File: src/rtl/pu_pkg.sv
// Shared definitions for the PU result drain: FSM encodings, index width
// helper and the per-element rescale/saturate function.
package pu_pkg;

  // Drain FSM encodings
  localparam logic [0:0] ST_IDLE = 1'b0;
  localparam logic [0:0] ST_SEND = 1'b1;

  // Working width of the rescale arithmetic; covers any WIDTH_IN up to 64
  localparam int SAT_W = 64;

  // Index width for a vector of n elements; never narrower than one bit
  function automatic int idx_w(input int n);
    return (n > 1) ? $clog2(n) : 1;
  endfunction

  // Sign-extend the low width_in bits of x, shift right arithmetically by
  // shift, then clamp into a width_o signed range.
  // Returns {sat, value}; the caller keeps value[width_o-1:0].
  function automatic logic [SAT_W:0] sat_shift(
    input logic [SAT_W-1:0] x,
    input int               shift,
    input int               width_in,
    input int               width_o
  );
    logic signed [SAT_W-1:0] xs;
    logic signed [SAT_W-1:0] s;
    logic signed [SAT_W-1:0] hi;
    logic signed [SAT_W-1:0] lo;
    xs = $signed(x << (SAT_W - width_in)) >>> (SAT_W - width_in);
    s  = xs >>> shift;
    hi = (64'sd1 <<< (width_o - 1)) - 64'sd1;
    lo = -(64'sd1 <<< (width_o - 1));
    if (s > hi) begin
      return {1'b1, hi};
    end else if (s < lo) begin
      return {1'b1, lo};
    end else begin
      return {1'b0, s};
    end
  endfunction

endpackage

File: src/rtl/pu_sat_shift.sv
// Combinational rescale of one PU accumulator element: arithmetic right
// shift followed by saturation to a narrower signed width.
module pu_sat_shift #(
  parameter int WIDTH_IN = 32,
  parameter int WIDTH_O  = 16,
  parameter int SHIFT    = 0
) (
  input  logic [WIDTH_IN-1:0] x,
  output logic [WIDTH_O-1:0]  y,
  output logic                sat
);
  import pu_pkg::*;

  logic [SAT_W-1:0] x_ext;
  logic [SAT_W:0]   res;
  logic             unused_res;

  // Widen the element and apply the shared shift/clamp function
  always_comb begin
    x_ext                 = '0;
    x_ext[WIDTH_IN-1:0]   = x;
    res                   = sat_shift(x_ext, SHIFT, WIDTH_IN, WIDTH_O);
  end

  assign y          = res[WIDTH_O-1:0];
  assign sat        = res[SAT_W];
  // Upper bits are pure sign/clamp extension and carry no information
  assign unused_res = ^res[SAT_W-1:WIDTH_O];

endmodule

File: src/rtl/pu_result_drain.sv
// PU result drain: captures the packed accumulator vector on a DONE rising
// edge, rescales/saturates every element in the capture cycle, then streams
// the elements one per beat over valid/ready with index, last and sat flags.
module pu_result_drain
  import pu_pkg::*;
#(
  parameter int  WIDTH_IN   = 32,
  parameter int  MATRIX_ROW = 8,
  parameter int  WIDTH_O    = 16,
  parameter int  SHIFT      = 0,
  localparam int IDX_W      = idx_w(MATRIX_ROW)
) (
  input  logic                           CLK,
  input  logic                           RST,
  input  logic [WIDTH_IN*MATRIX_ROW-1:0] IN_VEC,
  input  logic                           IN_DONE,
  output logic [WIDTH_O-1:0]             M_DATA,
  output logic [IDX_W-1:0]               M_IDX,
  output logic                           M_SAT,
  output logic                           M_LAST,
  output logic                           M_VALID,
  input  logic                           M_READY,
  output logic                           BUSY,
  output logic                           OVERRUN
);

  localparam logic [IDX_W-1:0] LAST_IDX = IDX_W'(MATRIX_ROW - 1);

  logic               done_q_reg;
  logic [0:0]         state_reg;
  logic [IDX_W-1:0]   idx_reg;
  logic               overrun_reg;
  logic [WIDTH_O-1:0] conv_data [MATRIX_ROW];
  logic               conv_sat  [MATRIX_ROW];
  logic [WIDTH_O-1:0] cap_data_reg [MATRIX_ROW];
  logic               cap_sat_reg  [MATRIX_ROW];

  logic start;
  logic send;
  logic capture;
  logic beat_done;

  assign start     = IN_DONE & ~done_q_reg;
  assign send      = (state_reg == ST_SEND);
  assign capture   = start & ~send;
  assign beat_done = send & M_READY;

  // One converter per element so the whole vector lands in a single cycle
  genvar gi;
  generate
    for (gi = 0; gi < MATRIX_ROW; gi++) begin : g_conv
      pu_sat_shift #(
        .WIDTH_IN (WIDTH_IN),
        .WIDTH_O  (WIDTH_O),
        .SHIFT    (SHIFT)
      ) u_conv (
        .x   (IN_VEC[WIDTH_IN*gi +: WIDTH_IN]),
        .y   (conv_data[gi]),
        .sat (conv_sat[gi])
      );
    end
  endgenerate

  // DONE history for rising-edge detection; cleared by reset so a DONE
  // still high afterwards counts as a fresh edge
  always_ff @(posedge CLK) begin
    if (RST) begin
      done_q_reg <= 1'b0;
    end else begin
      done_q_reg <= IN_DONE;
    end
  end

  // Drain FSM and beat index
  always_ff @(posedge CLK) begin
    if (RST) begin
      state_reg <= ST_IDLE;
      idx_reg   <= '0;
    end else begin
      case (state_reg)
        ST_IDLE: begin
          if (start) begin
            state_reg <= ST_SEND;
            idx_reg   <= '0;
          end
        end
        ST_SEND: begin
          if (beat_done) begin
            if (idx_reg == LAST_IDX) begin
              state_reg <= ST_IDLE;
              idx_reg   <= '0;
            end else begin
              idx_reg <= idx_reg + IDX_W'(1);
            end
          end
        end
        default: begin
          state_reg <= ST_IDLE;
          idx_reg   <= '0;
        end
      endcase
    end
  end

  // Capture bank: loaded only from IDLE, untouched while a vector drains
  always_ff @(posedge CLK) begin
    if (RST) begin
      for (int k = 0; k < MATRIX_ROW; k++) begin
        cap_data_reg[k] <= '0;
        cap_sat_reg[k]  <= 1'b0;
      end
    end else if (capture) begin
      for (int k = 0; k < MATRIX_ROW; k++) begin
        cap_data_reg[k] <= conv_data[k];
        cap_sat_reg[k]  <= conv_sat[k];
      end
    end
  end

  // Sticky flag for a result that arrived while the previous one drained
  always_ff @(posedge CLK) begin
    if (RST) begin
      overrun_reg <= 1'b0;
    end else if (start && send) begin
      overrun_reg <= 1'b1;
    end
  end

  // Output mux: present element idx while sending, zeros otherwise
  always_comb begin
    M_DATA  = '0;
    M_SAT   = 1'b0;
    M_LAST  = 1'b0;
    M_IDX   = idx_reg;
    M_VALID = send;
    BUSY    = send;
    OVERRUN = overrun_reg;
    if (send) begin
      M_DATA = cap_data_reg[idx_reg];
      M_SAT  = cap_sat_reg[idx_reg];
      M_LAST = (idx_reg == LAST_IDX);
    end
  end

endmodule
File: config.mk
export PLATFORM = sky130hd
export DESIGN_NAME = pu_result_drain
export DESIGN_NICKNAME = d
export VERILOG_FILES = /design/src/rtl/pu_pkg.sv /design/src/rtl/pu_sat_shift.sv /design/src/rtl/pu_result_drain.sv
export SDC_FILE = /design/constraint.sdc
export NUM_CORES = 1
export LEC_CHECK = 0
export BUFFER_PORTS_ARGS = -buffer_cell sky130_fd_sc_hd__clkbuf_2
export CAP_MARGIN = 15
export CELL_PAD_IN_SITES_DETAIL_PLACEMENT = 0
export CELL_PAD_IN_SITES_GLOBAL_PLACEMENT = 1
export CORE_MARGIN = 3
export CORE_UTILIZATION = 42
export CTS_BUF_LIST = sky130_fd_sc_hd__clkbuf_16
export DETAILED_ROUTE_END_ITERATION = 12
export PLACE_DENSITY = 0.83
export SYNTH_ARGS = -nofsm -noshare
export SYNTH_HDL_FRONTEND = slang
export SYNTH_SLANG_ARGS = --single-unit
File: constraint.sdc
create_clock -name CLK -period 14.63 [get_ports CLK]
set_clock_uncertainty 0.2 [all_clocks]
set_input_delay 4.389 -clock CLK [delete_from_list [all_inputs] [get_ports CLK]]
set_output_delay 4.389 -clock CLK [all_outputs]
set_load 0.02 [all_outputs]
**Word-level counts from Yosys, hierarchy flattened**

Memory sizes are Yosys's and may differ from the RTL's. A register that Yosys moved wholly into a read port is not among the register bits.
Index checks and enable logic that the tools add are counted.

- Register bits after elaboration: 6
- Word-level logic and storage cells: 101
- Memories kept: 2
- RAM bits: 136

Memory list:

| name | depth | width | rd ports | clocked after memory_dff | write ports | line | text |
|---|---|---|---|---|---|---|---|
| cap_data_reg | 8 | 16 | 1 | 1 | 8 | pu_result_drain.sv:35 | `logic [WIDTH_O-1:0] cap_data_reg [MATRIX_ROW];` |
| cap_sat_reg | 8 | 1 | 1 | 1 | 8 | pu_result_drain.sv:36 | `logic cap_sat_reg [MATRIX_ROW];` |

- Equal/unequal tests: 3
- Reduce and logical (&&, ||, !) cells: 2
- Order comparisons: 16
- Add/sub/neg operators: 1
- Multiplexer cells: 52
- Bitwise logic cells: 21

Operator list:

| operator | count |
|---|---|
| $mux W65 | 16 |
| $gt A32 B16 Y1 const B | 8 |
| $lt A32 B16 Y1 const B | 8 |
| $mux W16 | 9 |
| $mux W3 | 7 |
| $mux W1 | 18 |
| $or A1 B1 Y1 | 16 |
| $pmux W3 S2 | 1 |
| $add A3 B1 Y3 const B | 1 |
| $and A1 B1 Y1 | 3 |
| $eq A3 B3 Y1 const B | 1 |
| $ne A2 B1 Y1 const B | 1 |
| $ne A2 B2 Y1 const B | 1 |
| $not A1 Y1 | 2 |
| $pmux W1 S2 | 1 |
| $reduce_and A2 Y1 | 1 |
| $logic_and A1 B1 Y1 | 1 |

**Logic depth before layout (Yosys ltp)**

- Depth in word-level cells: 7
- Depth in mapped cells: 7
- Depth with buffers taken out: 5

**Cells and area by module**

Synthesis repeated with hierarchy kept, for this count alone.

- Cells, all modules: 629
- Area, all modules: 8343.0 sq um

By module, submodules not included:

| module | area an instance (sq um) | cells each | instances |
|---|---|---|---|
| pu_result_drain | 6441.2 | 397 | 1 |
| pu_sat_shift | 237.7 | 29 | 8 |

**Least setup slack after synthesis**

Ideal clock, no wire load.

- Path kind: input to register
- From: input port IN_DONE
- To: memory cap_data_reg[0][0], enable pin
- Arrival: 7.414 ns
- Stages: 2
- Data required time: 13.936 ns
- Slack: 6.522 ns
- Setup time: 0.494 ns
- Cell sequence: nor2b_1 > a21o_1

RTL lines:

| what | line | text |
|---|---|---|
| from (decl) | pu_result_drain.sv:16 | `input logic IN_DONE,` |
| to (decl) | pu_result_drain.sv:35 |  |

==> out/results.tsv <==
metric	value	unit
outcome	finished clean	
global-route usage over all layers	21.7	%
maximum resistive drop on vdd	0.0665	mV
CTS root buffer	clkbuf_16	
startpoint class of the critical path	flip-flop	
post-synthesis cell area	7560	um^2
required time of the worst setup path	10040	ps
Post-CTS Setup Inserts	0	
type of the most critical hold path	reg2reg	
global-route layer with the greatest usage	met2	
number of nets with antenna violations after detailed routing	0	
final core occ	55.1	%
GR met3 Demand/Resource	4.95	%
area of placed instances	9010	um^2
cell count after synthesis	518	
Critical Path, Cell by Cell	buf_4, mux4_2, mux2i_1, nor2_1, clkbuf_2	
synth-to-layout area growth	27.4	%
hold buffer count at cts	0	
NumNets Final	1050	
htree depth	4	
full die area	19600	um^2
RSZ-0062 raised after global routing	false	
Core Box Area	17500	um^2
ratio of final minimum period to clock period	47.5	%
met1 layer usage reported by global route	26.6	%
via count of the first global-routing pass	6044	
global-route wire length before repair	32600	um
Min-Delay Path Depth	2	
cts repair resizes	0	
total power of the final layout	0.00109	W
Lkg Pwr	4.73	nW
maximum number of pins on one net before global-route repair	78	
DRC errors left	0	
clock sinks	145	
mean area per synthesized cell	14.6	um^2
max-capacitance violation count	0	
sequential fraction of the synthesis area	56.4	%
final setup TNS	0	ps
highest-count cells in the layout ignoring fill and taps	clkbuf_2, edfxtp_1, a21o_1	
total number of placement rows	48	
Tmin final	6960	ps
Slew headroom	22.0	%
total number of yosys warnings	0	
endpoint kind of the worst setup timing path	primary output	
count of final max-slew check failures	0	
CTS clk-pin slew, worst paths	60	ps
Setup Crit Path Kind	reg2out	
R2R depth	3	
via count normalized by instance count	5.64	
Starting Density	43.2	%
most frequent standard cell in the layout excluding fill and tap cells	clkbuf_2	
placer's final routability congestion estimate	0.841	
CP max stage cell	mux4_2	
nets in the synthesized netlist	780	
number of buffers inserted during clock tree synthesis	17	
Routed wire per std cell	20.9	um
number of search-and-repair iterations in the first detailed-routing pass	5	
detailed-route via count	5788	
overflow left after global routing	0	
setup-violating endpoint count in the final report	0	
GR Util met2	38.5	%
proportion of layout cells with a drive suffix above 1	48.6	%
port buffer count	283	
fmax	0.144	GHz
TritonCTS clock tree	built	
Pwr per Cell Area	113	nW/um^2
flop and latch count out of synthesis	145	
Bufs on Longest Clock Path	2	
sum of routed wire length over all layers	21400	um
antenna violations before repair	1	
number of flip-flops in the largest register	128	
final instance area	9630	um^2
Tightest Pin Transition	1160	ps
critical path peak fanout	34	
ant diodes	0	
ports placed on the boundary	284	
latest clock arrival within the worst-skew pair	420	ps
y dimension of the die	140	um
signal arrival time at the worst endpoint	2370	ps
initial DRC count	325	
number of unique standard cell types used by synthesis	39	
slowest cell delay on critical path	610	ps
endpoints failing hold	0	
chip width	140	um
post-detailed-placement half-perimeter wirelength	16200	um
## cell usage after synthesis, drive strengths merged
| library cell | n | area share [%] |
|---|---|---|
| o41a | 1 | 0.15 |
| a32oi | 1 | 0.12 |
| mux4 | 34 | 10 |
| nor2 | 33 | 1.8 |
| nor4 | 32 | 2.6 |
| a21oi | 9 | 0.60 |
| o211a | 2 | 0.26 |
| mux2i | 18 | 2.4 |
| nor3b | 5 | 0.50 |
| nor2b | 7 | 1.1 |
| nand4 | 32 | 2.6 |
| buf | 32 | 3.6 |
| nand2 | 2 | 0.20 |
| a211oi | 1 | 0.099 |
| a41oi | 1 | 0.12 |
| a21o | 121 | 12 |
| o41ai | 7 | 1.5 |
| clkbuf | 2 | 0.099 |
| edfxtp | 136 | 54 |
| inv | 2 | 0.099 |
| and4 | 8 | 0.93 |
| nor3 | 10 | 1.1 |
| and2 | 3 | 0.25 |
| dfxtp | 9 | 2.4 |
| a22oi | 1 | 0.099 |
| or2 | 7 | 0.58 |
| ha | 2 | 0.33 |
## through the flow
stage / hold WS, ps / cells / setup slack, ps
2_1_floorplan: 370 / 518 / 6520
3_3_place_gp: 306 / 994 / 7800
3_5_place_dp: 307 / 994 / 7670
4_1_cts: 321 / 1026 / 7590
5_1_grt: 372 / 1026 / 7490
6_report: 321 / 1026 / 7670
## final cells by class
class                           instances  area [um^2]
Tap cell                              225          282
Sequential cell                       145         4270
Clock buffer                           17          425
Clock inverter                         15          193
Timing Repair Buffer                  285         1430
Fill cell                            1496         7850
Inverter                                2         7.51
Multi-Input combinational cell        337         3020
## worst paths after layout
check | from | to | slack (ps)
hold / removal | OVERRUN$_SDFFE_PP0P_ | OVERRUN$_SDFFE_PP0P_ | 320
setup / recovery | flip-flop | M_DATA[11] | 7670
setup reg to reg | BUSY$_SDFF_PP0_ | cap_data_reg[5][8]$_SDFFCE_PN0P_ | 11660
hold reg to reg | OVERRUN$_SDFFE_PP0P_ | OVERRUN$_SDFFE_PP0P_ | 320
## kinds of logic after synthesis
group	Yosys count	synth area share, %
compound gates	144	15.0
fa+ha+maj	2	0.331
buf+inv	36	3.84
flops	145	56.4
mux	52	12.5
simple gates	139	11.8
## power breakdown
group | total, W | switching, W | leakage (nW) | internal [W]
Combinational | 0.000133 | 0.0000690 | 2.91 | 0.0000637
Clock | 0.000450 | 0.000166 | 0.302 | 0.000284
Sequential | 0.000505 | 0.0000110 | 1.52 | 0.000494
Total | 0.00109 | 0.000246 | 4.73 | 0.000842
## routing by layer
layer  part of all wire, %  vias up
met5                 0.061        -
met3                   7.0       23
li1                      -     2684
met4                   1.4        2
met2                    52      264
met1                    39     2815
## critical path, delay by kind of cell (launching register included)
family,cells,cell delay [ps]
multiplexers,2,820
AND/OR/NAND/NOR,1,70
buffers and inverters,2,720
flip-flops,1,310
Note: power is estimated with default switching activity, not from simulation.
